## config.mk

```make
export PLATFORM = sky130hd
export DESIGN_NAME = wormhole_switch_allocator
export DESIGN_NICKNAME = d
export VERILOG_FILES = /design/src/rtl/wormhole_switch_allocator.sv
export SDC_FILE = /design/constraint.sdc
export NUM_CORES = 1
export LEC_CHECK = 0
export ABC_AREA = 1
export BUFFER_PORTS_ARGS = -buffer_cell sky130_fd_sc_hd__buf_2
export CAP_MARGIN = 20
export CORE_ASPECT_RATIO = 1.75
export CORE_MARGIN = 3
export CORE_UTILIZATION = 25
export DETAILED_ROUTE_END_ITERATION = 10
export GPL_TIMING_DRIVEN = 0
export MAX_ROUTING_LAYER = met4
export PLACE_DENSITY = 0.4
export SLEW_MARGIN = 20
export SYNTH_ARGS = -nofsm -noshare
export SYNTH_HDL_FRONTEND = slang
export SYNTH_SLANG_ARGS = --single-unit
export TNS_END_PERCENT = 50
```

## constraint.sdc

```tcl
create_clock -name clk -period 7 [get_ports clk]
set_clock_uncertainty 0.05 [all_clocks]
set_input_delay 0 -clock clk [delete_from_list [all_inputs] [get_ports clk]]
set_output_delay 0 -clock clk [all_outputs]
set_load 0.02 [all_outputs]
```

## src/rtl/wormhole_switch_allocator.sv

```systemverilog
// wormhole_switch_allocator
//   Two-stage separable switch allocator for one NoC router.
//   Stage 1 picks one eligible VC per input port (round-robin from vc_ptr).
//   Stage 2 picks one input per output port (round-robin from ip_ptr), or
//   only the lock owner while the output is inside a wormhole packet.
//   Grants and crossbar selects are registered: inputs sampled at edge t
//   appear on the outputs right after edge t.
// Parameters
//   PORT_CNT  router ports (in = out), >= 2
//   VC_NUM    virtual channels per input port
// Ports
//   clk, rst_n      clock, asynchronous active-low reset
//   request_in      [port][vc]       VC holds a flit wanting the switch
//   out_port_in     [port][vc][OPW]  routed output of that flit
//   tail_in         [port][vc]       flit is a tail (or single-flit packet)
//   out_ready_in    [port]           output has downstream credit
//   grant_o         [port][vc]       registered grant, <=1 per input
//   xbar_valid_o    [port]           registered: output carries a flit
//   xbar_sel_o      [port][IPW]      registered: input driving the output

// Round-robin pick: first set bit of i_req at or after i_ptr, wrapping
// modulo N (N need not be a power of two).
module wsa_rr_pick #(
  parameter int N = 4,
  parameter int W = 2
) (
  input  logic [N-1:0] i_req,
  input  logic [W-1:0] i_ptr,
  output logic         o_vld,
  output logic [W-1:0] o_idx
);
  logic [W:0] w_sum;

  // Scan from the farthest offset down so the closest requester wins last.
  always_comb begin
    o_vld = 1'b0;
    o_idx = '0;
    w_sum = '0;
    for (int k = N-1; k >= 0; k--) begin
      w_sum = {1'b0, i_ptr} + (W+1)'(k);
      if (w_sum >= (W+1)'(N)) w_sum = w_sum - (W+1)'(N);
      if (i_req[w_sum[W-1:0]]) begin
        o_vld = 1'b1;
        o_idx = w_sum[W-1:0];
      end
    end
  end
endmodule

module wormhole_switch_allocator #(
  parameter  int PORT_CNT = 5,
  parameter  int VC_NUM   = 4,
  localparam int OPW      = $clog2(PORT_CNT),
  localparam int IPW      = $clog2(PORT_CNT)
) (
  input  logic                                     clk,
  input  logic                                     rst_n,
  input  logic [PORT_CNT-1:0][VC_NUM-1:0]          request_in,
  input  logic [PORT_CNT-1:0][VC_NUM-1:0][OPW-1:0] out_port_in,
  input  logic [PORT_CNT-1:0][VC_NUM-1:0]          tail_in,
  input  logic [PORT_CNT-1:0]                      out_ready_in,
  output logic [PORT_CNT-1:0][VC_NUM-1:0]          grant_o,
  output logic [PORT_CNT-1:0]                      xbar_valid_o,
  output logic [PORT_CNT-1:0][IPW-1:0]             xbar_sel_o
);
  localparam int VCW = (VC_NUM > 1) ? $clog2(VC_NUM) : 1;

  // state
  logic [PORT_CNT-1:0][VCW-1:0]         r_vc_ptr;
  logic [PORT_CNT-1:0][IPW-1:0]         r_ip_ptr;
  logic [PORT_CNT-1:0]                  r_lock;
  logic [PORT_CNT-1:0][IPW-1:0]         r_own_p;
  logic [PORT_CNT-1:0][VCW-1:0]         r_own_v;
  logic [PORT_CNT-1:0][VC_NUM-1:0]      r_grant;
  logic [PORT_CNT-1:0]                  r_xv;
  logic [PORT_CNT-1:0][IPW-1:0]         r_xs;

  // stage 1 (per input)
  logic [PORT_CNT-1:0]                  w_s1_vld;
  logic [PORT_CNT-1:0][VCW-1:0]         w_s1_vc;
  logic [PORT_CNT-1:0][OPW-1:0]         w_s1_op;
  logic [PORT_CNT-1:0]                  w_s1_tail;
  logic [PORT_CNT-1:0][VCW-1:0]         w_nxt_vc;
  logic [PORT_CNT-1:0]                  w_in_won;

  // stage 2 (per output)
  logic [PORT_CNT-1:0]                  w_gnt_vld;
  logic [PORT_CNT-1:0][IPW-1:0]         w_gnt_ip;
  logic [PORT_CNT-1:0][VCW-1:0]         w_gnt_vc;
  logic [PORT_CNT-1:0]                  w_gnt_tail;
  logic [PORT_CNT-1:0][IPW-1:0]         w_nxt_ip;

  logic [PORT_CNT-1:0][VC_NUM-1:0]      w_grant;

  for (genvar p = 0; p < PORT_CNT; p++) begin : g_in
    logic [VC_NUM-1:0] w_elig;

    // A VC may bid only for an in-range, ready output that is either free
    // or already locked to this very VC.
    always_comb begin
      w_elig = '0;
      for (int v = 0; v < VC_NUM; v++) begin
        if (request_in[p][v] &&
            ({1'b0, out_port_in[p][v]} < (OPW+1)'(PORT_CNT))) begin
          w_elig[v] = out_ready_in[out_port_in[p][v]] &&
                      (!r_lock[out_port_in[p][v]] ||
                       ((r_own_p[out_port_in[p][v]] == IPW'(p)) &&
                        (r_own_v[out_port_in[p][v]] == VCW'(v))));
        end
      end
    end

    wsa_rr_pick #(.N(VC_NUM), .W(VCW)) u_vc_rr (
      .i_req (w_elig),
      .i_ptr (r_vc_ptr[p]),
      .o_vld (w_s1_vld[p]),
      .o_idx (w_s1_vc[p])
    );

    assign w_s1_op[p]   = out_port_in[p][w_s1_vc[p]];
    assign w_s1_tail[p] = tail_in[p][w_s1_vc[p]];
    assign w_nxt_vc[p]  = (w_s1_vc[p] == VCW'(VC_NUM-1)) ? '0 : w_s1_vc[p] + VCW'(1);
    assign w_in_won[p]  = |w_grant[p];
  end

  for (genvar o = 0; o < PORT_CNT; o++) begin : g_out
    logic [PORT_CNT-1:0] w_req;
    logic                w_rr_vld;
    logic [IPW-1:0]      w_rr_ip;

    always_comb begin
      w_req = '0;
      for (int p = 0; p < PORT_CNT; p++)
        w_req[p] = w_s1_vld[p] && (w_s1_op[p] == OPW'(o));
    end

    wsa_rr_pick #(.N(PORT_CNT), .W(IPW)) u_ip_rr (
      .i_req (w_req),
      .i_ptr (r_ip_ptr[o]),
      .o_vld (w_rr_vld),
      .o_idx (w_rr_ip)
    );

    // A locked output serves only its owner's packet, and only when the
    // owner's stage-1 pick is the owning VC; otherwise it idles.
    assign w_gnt_vld[o]  = r_lock[o] ? (w_req[r_own_p[o]] &&
                                        (w_s1_vc[r_own_p[o]] == r_own_v[o]))
                                     : w_rr_vld;
    assign w_gnt_ip[o]   = r_lock[o] ? r_own_p[o] : w_rr_ip;
    assign w_gnt_vc[o]   = w_s1_vc[w_gnt_ip[o]];
    assign w_gnt_tail[o] = w_s1_tail[w_gnt_ip[o]];
    assign w_nxt_ip[o]   = (w_rr_ip == IPW'(PORT_CNT-1)) ? '0 : w_rr_ip + IPW'(1);
  end

  // Each input bids for exactly one output, so at most one bit per input.
  always_comb begin
    w_grant = '0;
    for (int o = 0; o < PORT_CNT; o++)
      if (w_gnt_vld[o]) w_grant[w_gnt_ip[o]][w_gnt_vc[o]] = 1'b1;
  end

  always_ff @(posedge clk or negedge rst_n) begin
    if (!rst_n) begin
      r_vc_ptr <= '0;
      r_ip_ptr <= '0;
      r_lock   <= '0;
      r_own_p  <= '0;
      r_own_v  <= '0;
      r_grant  <= '0;
      r_xv     <= '0;
      r_xs     <= '0;
    end else begin
      r_grant <= w_grant;
      r_xv    <= w_gnt_vld;
      for (int o = 0; o < PORT_CNT; o++) begin
        r_xs[o] <= w_gnt_vld[o] ? w_gnt_ip[o] : '0;
        if (w_gnt_vld[o]) begin
          // body flits of a locked packet do not rotate the input pointer
          if (!r_lock[o]) r_ip_ptr[o] <= w_nxt_ip[o];
          r_lock[o]  <= !w_gnt_tail[o];
          r_own_p[o] <= w_gnt_ip[o];
          r_own_v[o] <= w_gnt_vc[o];
        end
      end
      for (int p = 0; p < PORT_CNT; p++)
        if (w_in_won[p]) r_vc_ptr[p] <= w_nxt_vc[p];
    end
  end

  assign grant_o      = r_grant;
  assign xbar_valid_o = r_xv;
  assign xbar_sel_o   = r_xs;

endmodule

```

* Word level (Yosys, flattened, before mapping)
Index checks and enable logic that the tools add are counted.
** Storage, ports and cells
- Register bits after elaboration :: 95
- Output and inout bits :: 40
- Word-level logic and storage cells :: 1045
- Input bits :: 107
** Operators by class
- Add/sub/neg operators :: 90
- Bitwise gates (word level) :: 9
- Muxes and demuxes :: 515
- Reduce and logical (&&, ||, !) cells :: 169
- Order comparisons :: 160
- Equal/unequal tests :: 66
** Operator list (count)
- two-way mux 3 bit :: 90
- binary-select mux 1 bit (select 3 bit) :: 75
- less-than comparator 3 x 4 -> 1 bit, second input constant :: 55
- binary-select mux 2 bit (select 3 bit) :: 30
- binary-select mux 3 bit (select 3 bit) :: 20
- two-way mux 1 bit :: 175
- two-way mux 2 bit :: 75
- logical AND 1 bit :: 100
- two-way mux 20 bit :: 5
- less-than comparator 2 x 3 -> 1 bit, second input constant :: 30
- greater-or-equal comparator 4 x 3 -> 1 bit, second input constant :: 20
- OR 20 bit :: 4
- subtractor 3 bit, second input constant :: 25
- demux 4 bit (select 3 bit) :: 5
- greater-or-equal comparator 3 bit, second input constant :: 20
- less-than comparator 3 bit, second input constant :: 20
- == test 3 x 2 -> 1 bit, second input constant :: 18
- binary-select mux 1 bit (select 2 bit) :: 25
- == test 3 bit, second input constant :: 14
- adder 3 x 2 -> 4 bit, second input constant :: 10
- subtractor 2 x 1 -> 2 bit, second input constant :: 20
- adder 2 x 2 -> 3 bit, second input constant :: 10
- binary-select mux 3 bit (select 2 bit) :: 5
- == test 2 bit, second input constant :: 15
- 20 further kinds :: 143

* Depth between registers and ports, before layout
- Depth after elaboration :: 43
- Depth in mapped cells :: 51
- Mapped depth without buffers :: 49

* Cells and area by module
A second synthesis with hierarchy kept.
** Second synthesis, totals
- Cells, all modules :: 3134
- Area, all modules :: 17316.6 um^2
** By module, submodules not included
- wormhole_switch_allocator :: seq. area each 2377.3 um^2, times used 1, area an instance 11442.2 um^2, cells an instance 1979
- wsa_rr_pick at g_out[0].u_ip_rr ... :: seq. area each 0.0 um^2, times used 5, area an instance 962.2 um^2, cells an instance 185
- wsa_rr_pick at g_in[0].u_vc_rr ... :: seq. area each 0.0 um^2, times used 5, area an instance 212.7 um^2, cells an instance 46

* Worst setup path after synthesis
No wires, ideal clock.
- Kind :: register to register
- Start :: register r_own_p[12] in the netlist's numbering
- End :: register r_vc_ptr[0] in the netlist's numbering
- Data required time :: 6833 ps
- Setup slack :: 2853 ps
- Buffers on the path :: 4
- Clock period less this slack :: 4147 ps
- Setup time :: 117 ps
- Data arrival time :: 3980 ps
- Cell stages (with the launch flop) :: 47
- Cell sequence :: dfrtp_1 -> buf_2 -> nor2_2 -> nand4_1 -> nand2_1 -> nand2_1 -> a21oi_1 -> nand3_1 -> nand2_1 -> nand2_1 -> nand2_1 -> nand2_2 -> nand2_2 -> nand2_4 -> nand2_4 -> buf_6 -> nand2_1 -> nand3_1 -> (+11 left out) -> nand2_1 -> nand3_1 -> nand2_2 -> buf_6 -> inv_2 -> nand2_1 -> nand2_1 -> nand2_1 -> nand2_1 -> buf_4 -> nand3_1 -> nand2_1 -> nor2_1 -> nand2_2 -> nor2_1 -> nand2_1 -> nand2_1 -> nand2_1
** RTL lines
- from (decl) :: RTL line 72 : logic [PORT_CNT-1:0][IPW-1:0] r_own_p;
- from (signal, indexed assignment) :: RTL line 181 : r_own_p[o] <= w_gnt_ip[o];
- to (signal, indexed assignment) :: RTL line 186 : if (w_in_won[p]) r_vc_ptr[p] <= w_nxt_vc[p];
- to (decl) :: RTL line 69 : logic [PORT_CNT-1:0][VCW-1:0] r_vc_ptr;

* Worst setup path after layout
- Start :: register r_own_v[1] in the netlist's numbering
- End :: register r_vc_ptr[2] in the netlist's numbering
** Between the ends
- Word-level cells in the longest chain between the ends :: 43
- Elaborated cells between the ends (all ways) :: 493
- Those cells by class :: add/sub: 1; order compare: 20; eq/ne: 41; mux: 316; bitwise: 4; reduce/logical: 111
** Ends and longest elaborated chain
- from (decl) :: RTL line 73 : logic [PORT_CNT-1:0][VCW-1:0] r_own_v;
- from (signal, indexed assignment) :: RTL line 182 : r_own_v[o] <= w_gnt_vc[o];
- binary-select mux 2 bit (select 3 bit) :: RTL line 108 : (r_own_v[out_port_in[p][v]] == VCW'(v))));
- two-way mux 2 bit (not written as such) :: RTL line 108
- == test 2 x 1 -> 1 bit, or another cell as far along :: RTL line 108
- logical AND 1 bit :: RTL line 107 : ((r_own_p[out_port_in[p][v]] == IPW'(p)) &&
- logical OR 1 bit :: RTL line 106 : (!r_lock[out_port_in[p][v]] ||
- logical AND 1 bit :: RTL line 105 : w_elig[v] = out_ready_in[out_port_in[p][v]] &&
- two-way mux 1 bit :: RTL line 103 : if (request_in[p][v] &&
- binary-select mux 1 bit (select 2 bit) :: RTL line 42 : if (i_req[w_sum[W-1:0]]) begin
- (+27 left out)
- two-way mux 20 bit :: RTL line 159 : if (w_gnt_vld[o]) w_grant[w_gnt_ip[o]][w_gnt_vc[o]] = 1'b1;
- OR 20 bit (no line)
- two-way mux 20 bit :: RTL line 159
- OR 20 bit (no line)
- two-way mux 20 bit :: RTL line 159
- OR 20 bit (no line)
- two-way mux 20 bit :: RTL line 159
- OR reduction 4 bit :: RTL line 123 : assign w_in_won[p] = |w_grant[p];
Parallel ways exist; a longest one is shown, timed or not. The select of a mux whose other input is x is not followed.
A chain may end at the register's enable or synchronous reset.

==> metrics <==
run status complete, no violations; CTS root buf clkbuf_16; number of global-route vias before repair 22,000; Compound-Gate Fraction of Synth Area 15.34%; initial DRC count 1,919; Worst path slowest cell dfrtp_1; Post-synth EDFFs 0; largest net degree at the start of global routing 50; Rows 130; Yosys top cell area share 21.80%; Top Ports 147; setup violators final 0; setup ws final 183.8 ps; Seq/Total Area, Yosys 13.09%; hold crit path type in -> async; Clk pin slew, worst setup/hold paths 80 ps; min cycle time layout 6816 ps; nets@finish 3,585; P&R area growth vs syn 12.61%; Worst R2R Setup Slack 180 ps; Crit Path Class reg -> reg; largest family of logic cells by synthesized area simple AND/OR/NAND/NOR gates; worst setup path endpoint r_vc_ptr[2]; Die ar. 76,070 µm²; final period utilization 97.37%; DPL Wire Length 83,370 µm; Filler cells 8,539; Clock Path Buffers 2; Worst Max-Slew Pin Slew 1113 ps; Die X 209.8 µm; Most used DFF post-synth dfrtp_1; All-Layer GR Usage 26.93%; XOR/XNOR share of the synthesized area 2.121%; Num CTS Buffers 9; dominant cell type by area after synthesis nand2_1; Area contributors post-synth nand2_1 (22%), nand3_1 (14%), dfrtp_1 (13%), inv_1 (6.4%), nor2_1 (5.5%); f_max 146.7 MHz; port bufs 131; WL per Instance 23.58 µm; Final ANT Viol Nets 0; Slew HR 25.79%; Core Util, Final 28.46%; initial core utilization 25.27%; Critical Path Max Stage Delay 520 ps; most common cell after layout, fill and taps aside nand2_1; Max-cap violations 0; most frequent cells in the layout nand2_1 (1,055), nand3_1 (492), inv_1 (310); first-pass GRT wire length 147,800 µm; post-synthesis cell count 3,275; vias 22,660; total grt overflow 0; initial antenna violation count 6; htree depth 3; multiplexer share of the synthesized area 0%; Initial DRT Pass Iterations 6; CP Launch Point r_own_v[1]; Mapped Nets 3,436; Final Hold Vio Count 0; clock sinks 95; GPL Wtd Cong 1.040; DP Worst Slack 15.47 ps; cell mode on critical path nand2_1; CP Launch Type register; fraction of layout cells with a size suffix above 1 16.48%; crit path capture type register; Data required, critical path 7210 ps; Synth Cell Area 18,170 µm²; Die Ht 362.6 µm; Core Region 71,890 µm²; asr flop ratio synth 100.0%; arrival time at the worst endpoint 7020 ps; RSZ-0062 raised after global routing false; Syn Area/Cell 5.547 µm²; Critical Path Fanout Max 10; R2R depth 38; R2R Path Start r_own_v[1]; vias per cell 5.200; CTS tree built; Clock Latency Late Sink 390 ps; Residual DRC 0; Ys Warns 0; r2r endpoint r_vc_ptr[2]; setup TNS 0 ps; area share of fa/ha/maj cells after synthesis 3.926%; Pins Over Slew Limit 0; overall routed net length 102,700 µm; FF+latch count, synth 95; Synth Area in Simple Gates 52.73%; Unique masters post-synth 62
-- flip-flops by register name, indices dropped and copies added (netlist names) --
signal / count
r_lock: 5
xbar_valid_o: 5
r_own_p: 15
r_own_v: 10
r_vc_ptr: 10
xbar_sel_o: 15
r_ip_ptr: 15
grant_o: 20
-- per-layer routing --
metal | track usage [%] | up-vias | share of wire (%)
li1 | - | 10970 | -
met1 | 30.03 | 10630 | 39
met2 | 46.73 | 810 | 50
met3 | 2.748 | 249 | 4.5
met4 | 15.30 | 0 | 6.6
met5 | - | - | 0
-- worst min-delay path by stage --
stage / to / cells past startpoint
global route: grant_o[13] / 2
global placement: grant_o[12] / 1
floorplan: grant_o[0] / 0
detailed placement: grant_o[13] / 1
finish: r_vc_ptr[7] / 2
CTS: r_vc_ptr[7] / 2
-- critical path, delay by kind of cell, from the launching register on --
kind                   cells  cell delay [ps]
buffers and inverters      3              860
flip-flops                 1              520
AO/OA/AOI/OAI              4             1010
AND/OR/NAND/NOR           31             4200
-- what timing repair did --
| action | in CTS | in global routing |
|---|---|---|
| hold buffers | 1 | 0 |
| gates resized for setup | 1 | 11 |
| pin swaps | 0 | 2 |
| setup endpoints to repair | 1 | 6 |
| hold endpoints to repair | 95 | 0 |
| buffers inserted | 0 | 5 |
| gates cloned | 0 | 0 |
-- synthesized netlist by cell type (5+ instances only) --
master,instances
nand2_1,1055
nand3_1,492
inv_1,310
nor2_1,267
o21ai_0,145
a21oi_1,114
dfrtp_1,95
nand2_2,86
inv_2,78
o21ai_1,60
ha_1,49
buf_2,48
nand4_1,34
nor2_2,34
xor2_1,32
buf_4,28
buf_6,27
nor3_1,26
o211ai_1,26
nand2_4,22
nand3_2,20
o22ai_1,20
nor2_4,18
clkbuf_1,16
a21boi_1,14
o21bai_1,14
xnor2_1,12
o2111ai_1,9
or2_2,9
a31oi_1,8
nor4_1,8
o21a_1,8
nand3_4,7
nand3b_1,7
a211oi_1,6
inv_4,6
o221ai_1,6
fa_1,5
-- metrics by stage --
step	cell area (µm²)	instances	hold WS, ps
after floorplan	18170	3275	-345.6
after global placement	19980	4330	397.6
after detailed placement	20010	4331	-65.07
after CTS	20360	4347	68.39
after global routing	20460	4357	117.3
final	20460	4357	63.08
-- cell families after synthesis --
group | after synthesis
fa+ha+maj | 54
compound gates | 468
buf+inv | 517
flops | 95
xor+xnor | 44
simple gates | 2097
-- area by class of cell --
type / instances / area, µm² / area share, %
plain buffers: 119 / 815.8 / 3.988
inverters: 398 / 1509 / 7.376
multi-input cells: 2663 / 13490 / 65.93
repair buffers: 138 / 762.0 / 3.725
clock buffers: 10 / 229.0 / 1.119
well taps: 924 / 1156 / 5.651
clock inverters: 5 / 106.4 / 0.5198
diodes: 5 / 12.51 / 0.06116
flip-flops and latches: 95 / 2379 / 11.63
Power is not shown: default switching activity piles up to over one toggle a cycle in this logic, so the estimate is an artifact.
